`src/rtl/cdf_engine.sv`:
```
// Histogram-equalization CDF stage: walks one histogram bank, writes the running sum to the
// matching CDF bank, clears each bin behind it and reports the first non-zero CDF value.
module cdf_engine #(
   parameter int BINS   = 256,
   parameter int ADDR_W = 8,
   parameter int HIST_W = 20
) (
   input  logic              clock,
   input  logic              reset,
   input  logic              cdf_start,
   input  logic              base_offset,
   output logic              hist_rd_en,
   output logic [ADDR_W:0]   hist_rd_addr,
   input  logic [HIST_W-1:0] hist_rd_data,
   output logic              hist_wr_en,
   output logic [ADDR_W:0]   hist_wr_addr,
   output logic [HIST_W-1:0] hist_wr_data,
   output logic              cdf_wr_en,
   output logic [ADDR_W:0]   cdf_wr_addr,
   output logic [HIST_W-1:0] cdf_wr_data,
   output logic [HIST_W-1:0] Cdf_Min,
   output logic              cdf_valid,
   output logic              cdf_done
);

   typedef enum logic [1:0] {
      ST_IDLE  = 2'd0,
      ST_RUN   = 2'd1,
      ST_DRAIN = 2'd2,
      ST_DONE  = 2'd3
   } state_t;

   localparam logic [ADDR_W-1:0] LAST_BIN = ADDR_W'(BINS - 1);

   state_t              state_q, state_d;
   logic [ADDR_W-1:0]   cnt_q;
   logic                bank_q;
   logic                vld_q;
   logic [ADDR_W:0]     wr_addr_q;
   logic [HIST_W-1:0]   acc_q, acc_d;
   logic [HIST_W-1:0]   min_run_q, min_run_d;
   logic                min_found_q, min_found_d;
   logic [HIST_W-1:0]   cdf_min_q;
   logic                valid_q;
   logic                done_q;
   logic                rd_en_s;
   logic [ADDR_W:0]     rd_addr_s;
   logic [HIST_W:0]     sum_s;
   logic                accept_s;

   assign accept_s = (state_q == ST_IDLE) && cdf_start;

   always_ff @(posedge clock) begin
      if (reset) begin
         state_q <= ST_IDLE;
      end else begin
         state_q <= state_d;
      end
   end

   always_comb begin
      state_d = state_q;
      case (state_q)
         ST_IDLE:  state_d = cdf_start ? ST_RUN : ST_IDLE;
         ST_RUN:   state_d = (cnt_q == LAST_BIN) ? ST_DRAIN : ST_RUN;
         ST_DRAIN: state_d = ST_DONE;
         ST_DONE:  state_d = cdf_start ? ST_DONE : ST_IDLE;
         default:  state_d = ST_IDLE;
      endcase
   end

   always_comb begin
      rd_en_s   = (state_q == ST_RUN);
      rd_addr_s = rd_en_s ? {bank_q, cnt_q} : {(ADDR_W+1){1'b0}};
   end

   // Saturating accumulate and first-non-zero capture for the bin whose data is returning now.
   always_comb begin
      sum_s       = {1'b0, acc_q} + {1'b0, hist_rd_data};
      acc_d       = sum_s[HIST_W] ? {HIST_W{1'b1}} : sum_s[HIST_W-1:0];
      min_run_d   = min_run_q;
      min_found_d = min_found_q;
      if (vld_q && !min_found_q && (acc_d != {HIST_W{1'b0}})) begin
         min_run_d   = acc_d;
         min_found_d = 1'b1;
      end else begin
         min_run_d   = min_run_q;
         min_found_d = min_found_q;
      end
   end

   always_ff @(posedge clock) begin
      if (reset) begin
         cnt_q       <= '0;
         bank_q      <= 1'b0;
         vld_q       <= 1'b0;
         wr_addr_q   <= '0;
         acc_q       <= '0;
         min_run_q   <= '0;
         min_found_q <= 1'b0;
         cdf_min_q   <= '0;
         valid_q     <= 1'b0;
         done_q      <= 1'b0;
      end else begin
         vld_q     <= rd_en_s;
         wr_addr_q <= rd_addr_s;
         valid_q   <= (state_q == ST_DRAIN);
         if (accept_s) begin
            bank_q      <= base_offset;
            cnt_q       <= '0;
            acc_q       <= '0;
            min_run_q   <= '0;
            min_found_q <= 1'b0;
            done_q      <= 1'b0;
         end else begin
            if (rd_en_s) begin
               cnt_q <= cnt_q + {{(ADDR_W-1){1'b0}}, 1'b1};
            end
            if (vld_q) begin
               acc_q       <= acc_d;
               min_run_q   <= min_run_d;
               min_found_q <= min_found_d;
            end
            if (state_q == ST_DRAIN) begin
               cdf_min_q <= min_run_d;
               done_q    <= 1'b1;
            end
         end
      end
   end

   assign hist_rd_en   = rd_en_s;
   assign hist_rd_addr = rd_addr_s;
   assign hist_wr_en   = vld_q;
   assign hist_wr_addr = wr_addr_q;
   assign hist_wr_data = {HIST_W{1'b0}};
   assign cdf_wr_en    = vld_q;
   assign cdf_wr_addr  = wr_addr_q;
   assign cdf_wr_data  = vld_q ? acc_d : {HIST_W{1'b0}};
   assign Cdf_Min      = cdf_min_q;
   assign cdf_valid    = valid_q;
   assign cdf_done     = done_q;

endmodule

```
`config.mk`:
```
export PLATFORM = sky130hd
export DESIGN_NAME = cdf_engine
export DESIGN_NICKNAME = d
export VERILOG_FILES = /design/src/rtl/cdf_engine.sv
export SDC_FILE = /design/constraint.sdc
export NUM_CORES = 1
export LEC_CHECK = 0
export CORE_MARGIN = 4
export CORE_UTILIZATION = 40
export CTS_CLUSTER_DIAMETER = 150
export DETAILED_ROUTE_END_ITERATION = 7
export GPL_ROUTABILITY_DRIVEN = 0
export GPL_TIMING_DRIVEN = 0
export PLACE_DENSITY = 0.73
export RECOVER_POWER = 100
export SYNTH_ARGS = -nofsm -noshare
export SYNTH_HDL_FRONTEND = slang
export SYNTH_SLANG_ARGS = --single-unit
```
`constraint.sdc`:
```
create_clock -name clock -period 3.3 [get_ports clock]
set_input_delay 0.495 -clock clock [delete_from_list [all_inputs] [get_ports clock]]
set_output_delay 0.495 -clock clock [all_outputs]
set_load 0.005 [all_outputs]
```
**Word-level counts from Yosys, hierarchy flattened**

Cells that the tools add are included.
W data, S select, Z words.

- Register bits: 84
- Logic and storage cells: 35

- $add $sub $neg: 2
- Equal/unequal tests: 4
- Mux-type cells: 8
- Bitwise operators: 1
- Reduce and logical (&&, ||, !) cells: 9

Operators by type and width:

| kind | count |
|---|---|
| $mux W20 | 3 |
| $add A20 B20 Y21 | 1 |
| $reduce_bool A20 Y1 | 1 |
| $mux W9 | 1 |
| $add A8 B1 Y8 const B | 1 |
| $eq A8 B8 Y1 const B | 1 |
| $pmux W2 S4 | 1 |
| $eq A2 B2 Y1 const B | 2 |
| $mux W2 | 2 |
| $reduce_and A2 Y1 | 2 |
| $logic_and A1 B1 Y1 | 3 |
| $eq A2 B1 Y1 const B | 1 |
| $logic_not A2 Y1 | 1 |
| $reduce_or A2 Y1 | 1 |
| $logic_not A1 Y1 | 1 |
| $mux W1 | 1 |
| $not A1 Y1 | 1 |

**Longest topological paths before layout**

Gate-level depths: netlist of the first run.

- Depth after elaboration: 5
- Depth in mapped cells: 13
- Gate-level depth less buffers: 12

**Worst setup path after synthesis of the first run**

Ideal clock, no wire load.

- Path kind: input port to flip-flop
- From: input hist_rd_data[0]
- To: register cdf_min_q[10] (netlist: Cdf_Min[10])
- Setup time: 0.125 ns
- Arrival: 3.262 ns
- Data required time: 3.175 ns
- Setup slack: -0.088 ns
- Stages on the path: 13
- Path buffers: 1
- Cell sequence: ha_1 > fa_1 > a21o_1 > nand4_2 > a2111oi_2 > nor2_2 > a221oi_2 > xor2_1 > or4b_4 > o21ai_4 > buf_8 > mux2i_1 > o21ai_1

- Longest elaborated chain between the ends: 5

Ends and longest elaborated chain:

| what | line | text |
|---|---|---|
| start, declared | 14 | `input logic [HIST_W-1:0] hist_rd_data,` |
| $add A20 B20 Y21 (*) | 79 | `sum_s = {1'b0, acc_q} + {1'b0, hist_rd_data};` |
| $mux W20 (*) | 80 | `acc_d = sum_s[HIST_W] ? {HIST_W{1'b1}} : sum_s[HIST_W-1:0];` |
| $reduce_bool A20 Y1 | 83 | `if (vld_q && !min_found_q && (acc_d != {HIST_W{1'b0}})) begin` |
| $logic_and A1 B1 Y1 | 83 |  |
| $mux W20 (*) | 83 |  |
| end signal, assigned | 125 | `cdf_min_q <= min_run_d;` |
| end, declared | 43 | `logic [HIST_W-1:0] cdf_min_q;` |

Mark *: on every way between the ends. The rest lies on a longest branch, timed or not.
A chain may end at the register's enable or synchronous reset.

**Worst setup path in the final report of the first run**

- From: input hist_rd_data[0]
- To: register cdf_min_q[11] (netlist: Cdf_Min[11])

The elaborated chain is that of the path after synthesis.

==> run_results.csv, run 1 <==
group,metric,value,unit
finish,drive_gt1_frac,0.350,
drt,drc_errors,0,
power,power-per-cell-area,378,nW/um^2
cts,clk_pin_slew,70,ps
timing,tightestPinTransition,928,ps
finish,seq_area,1690,sq um
worst_setup_path,crit_path_end,"Cdf_Min[11]",
finish,layout_commonest_cell,"buf_4",
job,maxCapViolCount,0,
power,clockPowerShare,0.345,
placed_design,port-buffer-count,95,
cts,cts_tree,"yes",
worst_setup_path,slowest_stage,"nor4_1",
timing,fin_crit_sh,1.14,
timing,fin_ws,-471,ps
worst_setup_path,r2r_slack,-450,ps
placed_design,dp_hpwl,9940,um
drt,routedWlPerCell,19.5,um
timing,hold_viol_final,0,
worst_setup_path,max_stage_delay,490,ps
worst_setup_path,path_buf_inv,3,
placed_design,pre_cts_slack,-1300,ps
timing,fin_hold_ws,445,ps
worst_setup_path,critPathLaunchType,"input pin",
power,totalPowerFinal,2.84,mW
power,p_sw_frac,0.316,
timing,fmax,265,MHz
drt,viasPerCell,5.74,
worst_setup_path,r2r_start,"acc_q[0]",
logic_synthesis,synth_top_area_share,0.361,
timing,fin_crit,3770,ps
power,power.share.sequential,0.374,
grt,grt_usage,0.231,
floorplan,dieArea,13400,sq um
timing,slew_headroom,0.377,
worst_hold_path,hold_path.class,"reg -> reg",
finish,diodes,0,
placed_design,dp.cells,828,
worst_setup_path,worstSetupPathType,"in -> reg",
drt,postRouteAntennaNets,0,
worst_setup_path,worstReg2RegEnd,"Cdf_Min[11]",
worst_setup_path,r2r_cells,14,
worst_setup_path,cp_top_family,"compound AO/OA/AOI/OAI gates",
logic_synthesis,syn_inst,571,
grt,grt_max_degree,16,
finish,syn_to_final_growth,61.4,%
grt,grt_pass1_wl,24600,um
cts,clockBufferDepth,2,
floorplan,die_x,116,um
logic_synthesis,ys_top_cells_by_area,"dfxtp_1, nor2_1, ha_1, buf_4, mux2i_1",
cts,clock_latency,350,ps
power,ir_drop,243,uV
timing,finalClockSkew,9.51,ps
power,internal-power,1.94,mW
grt,grt_pass1_vias,4992,
logic_synthesis,yosys.area.top_type,"dfxtp_1",
logic_synthesis,yosysSeqAreaShare,0.361,
power,leakagePower,3.17,nW
worst_setup_path,startpoint,"hist_rd_data[0]",
power,p_comb_frac,0.281,
finish,multi_input_area,3400,sq um
drt,firstDrtPassIters,6,
floorplan,core,11400,sq um
grt,gr-total-overflow,0,
logic_synthesis,synth_edf_count,0,
cts,numCtsBuffers,9,
worst_setup_path,worstPathArrival,3970,ps
timing,rsz0062_at_grt,"true",
logic_synthesis,ys.flop_type,"dfxtp_1",
finish,layout_common_cells,"buf_4, nor2_1, dfxtp_1, dlygate4sd3_1, nand2_1",
worst_setup_path,cp.required,3500,ps
finish,fin_area,7510,sq um
timing,setup_viol,60,
status,violations,"setup timing",
worst_setup_path,crit_path_max_fanout,5,
finish,fill_cells,867,
floorplan,ios,116,
cts,cts_max_level,3,
worst_setup_path,crit_chain,"clkdlybuf4s15_2 > ha_4 > fa_2 > a21o_1 > buf_4 > a21oi_1 > xnor2_1 > nor4_1 > o2111ai_1 > nor3_1 > nand3b_1 > o21ai_4 > buf_12 > mux2i_4 > o21ai_1",
logic_synthesis,ys_warn_count,0,
drt,via_count,5267,
cts,cts.sinks,84,
finish,final_nets,816,
worst_setup_path,path_depth,15,
floorplan,dieHeight,116,um
finish,final_cells,918,
logic_synthesis,synth_area,4660,sq um
logic_synthesis,yosysUniqueCellTypes,62,
timing,fin_tns_setup,-16330,ps
floorplan,floorplan.initialDensity,0.408,
cts,cts_root_buffer,"clkbuf_16",
drt,drt_iter0_drc,488,
drt,wirelength,17900,um
power,switchingPower,0.898,mW
grt,antenna_found_initial,0,
logic_synthesis,async_flop_share,0,
logic_synthesis,ys_ff_latch,84,
worst_setup_path,cp-end-kind,"flop",
timing,drv_slew,0,
finish,fin_util,0.658,
placed_design,place_area,5920,sq um
floorplan,row_count,39,
status,status,"complete, but fails checks",
logic_synthesis,post_synth.cell_area_avg,8.15,sq um
cts,holdBufCountCts,0,
kinds of logic (layout without fill, tap and decap cells):
group / Yosys count / after routing / share of synthesized area
muxes: 19 / 19 / 0.0419
adders and majority gates: 22 / 22 / 0.0607
AOI/OAI and AO/OA: 128 / 128 / 0.184
xor gates and xnor gates: 18 / 18 / 0.0339
other: 1 / 20 / 0.000805
and+or+nand+nor: 225 / 225 / 0.228
DFF: 84 / 84 / 0.361
buffers and inverters: 74 / 259 / 0.0898
synthesized netlist by cell type, types with 11 or more instances:
cell type  instances
dfxtp_1           84
buf_4             30
and2_1            24
inv_1             14
clkbuf_1          20
a21oi_1           32
nor2_1           101
nand2_1           42
ha_1              21
o21ai_1           15
a211oi_1          18
xor2_1            11
mux2i_1           18
o21ai_0           19
metal layers:
metal,up-vias,wire [um],global-route usage
li1,2329,-,-
met1,2456,6500,0.276
met2,361,8390,0.385
met3,121,1810,0.0527
met4,0,1170,0.124
met5,-,0,0
worst min-delay path: cells and delay by family, from the launching register on:
kind	cells	cell delay, ps
AND/OR/NAND/NOR	1	40
flip-flops	1	300
AO/OA/AOI/OAI	1	50
area by class of cell:
| class | count | share of cell area |
|---|---|---|
| multi-input cells | 432 | 0.452 |
| flip-flops and latches | 84 | 0.225 |
| repair buffers | 172 | 0.199 |
| plain buffers | 57 | 0.0548 |
| clock buffers | 10 | 0.0318 |
| well taps | 143 | 0.0238 |
| inverters | 14 | 0.00699 |
| clock inverters | 6 | 0.00616 |
flip-flops by register name, summed over array words and instances, names as in the netlist:
name,count
bank_q,1
state_q,2
cdf_wr_en,1
min_run_q,20
cnt_q,8
acc_q,20
cdf_valid,1
cdf_done,1
cdf_wr_addr,9
min_found_q,1
Cdf_Min,20
power groups by stage:
| stage | clock (mW) | sequential (mW) | combinational (mW) |
|---|---|---|---|
| after floorplan | 0 | 1.07 | 0.330 |
| after global placement | 0 | 1.08 | 0.471 |
| after detailed placement | 0 | 1.08 | 0.481 |
| after CTS | 0.974 | 1.06 | 0.648 |
| after global routing | 1.03 | 1.06 | 0.837 |
| final | 0.980 | 1.06 | 0.797 |
how the worst min path moves through the flow:
stage                       start            end  slack (ps)  cells past startpoint
finish                 Cdf_Min[2]     Cdf_Min[2]         440                      2
global route           Cdf_Min[3]     Cdf_Min[3]         480                      2
global placement    min_run_q[15]  min_run_q[15]         440                      2
CTS                    Cdf_Min[2]     Cdf_Min[2]         450                      2
detailed placement     Cdf_Min[2]     Cdf_Min[2]         440                      2
floorplan           min_run_q[15]  min_run_q[15]         430                      2
repair_timing:
item / CTS / global route
setup buffers: 54 / 22
endpoints found under the setup margin: 71 / 61
gates cloned: 2 / 1
gates resized for setup: 213 / 84
pin swaps: 51 / 30
Power figures use the tool's default switching activity.
==> run 2: changes to the inputs <==
--- a/config.mk
+++ b/config.mk
@@ -11,7 +11,7 @@
 export DETAILED_ROUTE_END_ITERATION = 7
 export GPL_ROUTABILITY_DRIVEN = 0
 export GPL_TIMING_DRIVEN = 0
-export PLACE_DENSITY = 0.73
+export PLACE_DENSITY_LB_ADDON = 0.2
 export RECOVER_POWER = 100
 export SYNTH_ARGS = -nofsm -noshare
 export SYNTH_HDL_FRONTEND = slang
==> run_results.csv, run 2 (synthesized netlist as in run 1, its figures left out) <==
group,metric,value,unit
drt,firstDrtPassIters,5,
drt,viasPerCell,5.30,
finish,fin_area,7510,sq um
finish,diodes,0,
job,maxCapViolCount,0,
timing,drv_slew,0,
worst_setup_path,startpoint,"hist_rd_data[12]",
floorplan,row_count,39,
timing,finalClockSkew,7.54,ps
cts,clock_latency,340,ps
worst_setup_path,cp-end-kind,"flop",
cts,clockBufferDepth,2,
finish,layout_common_cells,"buf_4, nor2_1, dfxtp_1, dlygate4sd3_1, nand2_1",
worst_hold_path,hold_path.startpoint,"Cdf_Min[7]",
power,totalPowerFinal,2.81,mW
grt,gr-total-overflow,0,
timing,fin_crit_sh,1.10,
timing,tightestPinTransition,923,ps
floorplan,ios,116,
cts,clk_pin_slew,60,ps
finish,drive_gt1_frac,0.351,
grt,grt_pass1_wl,23000,um
power,p_sw_frac,0.284,
floorplan,core,11400,sq um
grt,grtUsageMet1,0.264,
timing,fin_crit,3620,ps
cts,holdBufCountCts,0,
power,switchingPower,0.800,mW
drt,routedWlPerCell,16.8,um
power,power-per-cell-area,375,nW/um^2
grt,use_met2,0.373,
finish,layout_commonest_cell,"buf_4",
grt,grt_usage,0.217,
status,violations,"setup timing",
floorplan,dieHeight,116,um
finish,final_nets,812,
worst_setup_path,r2r_start,"acc_q[8]",
power,ir_drop,334,uV
floorplan,floorplan.initialDensity,0.408,
cts,cts_tree,"yes",
finish,syn_to_final_growth,61.4,%
placed_design,place_area,5920,sq um
worst_setup_path,cp.required,3510,ps
cts,cts_max_level,3,
power,leakagePower,3.15,nW
timing,fmax,276,MHz
worst_hold_path,hold_path.class,"reg -> reg",
timing,rsz0062_at_grt,"true",
status,status,"complete, but fails checks",
drt,drt_iter0_drc,282,
timing,setup_viol,49,
grt,antenna_found_initial,0,
placed_design,port-buffer-count,95,
power,p_comb_frac,0.274,
worst_setup_path,worstPathArrival,3830,ps
cts,numCtsBuffers,9,
drt,drc_errors,0,
floorplan,die_x,116,um
drt,wirelength,15300,um
cts,cts.sinks,84,
grt,groute.layer.met3.usage,0.0527,
cts,cts_root_buffer,"clkbuf_16",
drt,postRouteAntennaNets,0,
power,clockPowerShare,0.348,
worst_setup_path,crit_path_max_fanout,8,
worst_setup_path,critPathLaunchType,"input pin",
finish,fill_cells,921,
timing,fin_ws,-321,ps
power,power.share.sequential,0.378,
timing,hold_viol_final,0,
power,internal-power,2.02,mW
grt,top_usage_layer,"met2",
timing,slew_headroom,0.380,
placed_design,dp_hpwl,10100,um
grt,grt_max_degree,13,
worst_setup_path,worstSetupPathType,"in -> reg",
floorplan,dieArea,13400,sq um
drt,via_count,4835,
grt,grt_pass1_vias,4681,
## run 2: cell types whose count changed in the layout (fill, tap and decap cells not counted), sizes merged
cell / delta
buf: -10
clkbuf: +4
clkdlybuf4s15: +3
clkinvlp: -2
dlymetal6s2s: +2
inv: -2
bufinv: +1
clkinv: -1
## run 2: worst max-delay path: stages
cell	delay [ps]
clkdlybuf4s50_1	450
ha_4	330
nand2_1	110
a2111oi_4	360
nor2_2	80
a221oi_2	340
xor2_1	140
buf_4	150
or4b_4	520
o21ai_4	240
buf_6	140
buf_4	130
mux2i_4	240
o21ai_1	80
## run 2: power groups by stage
stage                     combinational [mW]  clock [mW]  sequential, mW
final                                  0.772       0.980            1.06
after global routing                   0.825        1.04            1.06
after CTS                              0.698       0.991            1.06
after detailed placement               0.483           0            1.08
after global placement                 0.474           0            1.08
after floorplan                        0.330           0            1.07
## run 2: final cells by class
type                    count  area, sq um  share of cell area
multi-input cells         432         3450               0.459
inverters                  14         52.6             0.00699
clock inverters             2         35.0             0.00466
flip-flops and latches     84         1700               0.226
repair buffers            171         1470               0.196
plain buffers              54          380              0.0506
clock buffers              13          250              0.0333
well taps                 143          179              0.0238
## run 2: worst paths after layout
path,end,slack (ps),cells after the start
hold / removal,Cdf_Min[7],450,2
hold reg to reg,Cdf_Min[7],450,2
setup reg to reg,Cdf_Min[1],-320,15
setup / recovery,Cdf_Min[1],-320,14
## run 2: metal layers
metal	part of all wire	wire, um	vias up
li1	-	-	2331
met1	0.41	6330	2265
met2	0.49	7510	196
met3	0.064	985	43
met4	0.034	514	0
met5	0	0	-
## run 2: metrics by stage
stage / hold WS [ps] / worst slack [ps] / std cells / util / setup TNS (ps)
floorplan: 432 / 2.56 / 590 / - / 0
global placement: 439 / -1270 / 828 / 0.518 / -61620
detailed placement: 444 / -1360 / 828 / 0.518 / -69600
CTS: 452 / -288 / 902 / 0.639 / -10320
global route: 471 / -430 / 913 / 0.658 / -15780
finish: 446 / -321 / 913 / 0.658 / -10150
## run 2: timing repair
action,in CTS,in global routing
pin swaps,54,30
resized for setup,218,64
setup endpoints to repair,71,61
cloned,1,0
setup buffers,62,16
hold endpoints to repair,0,0
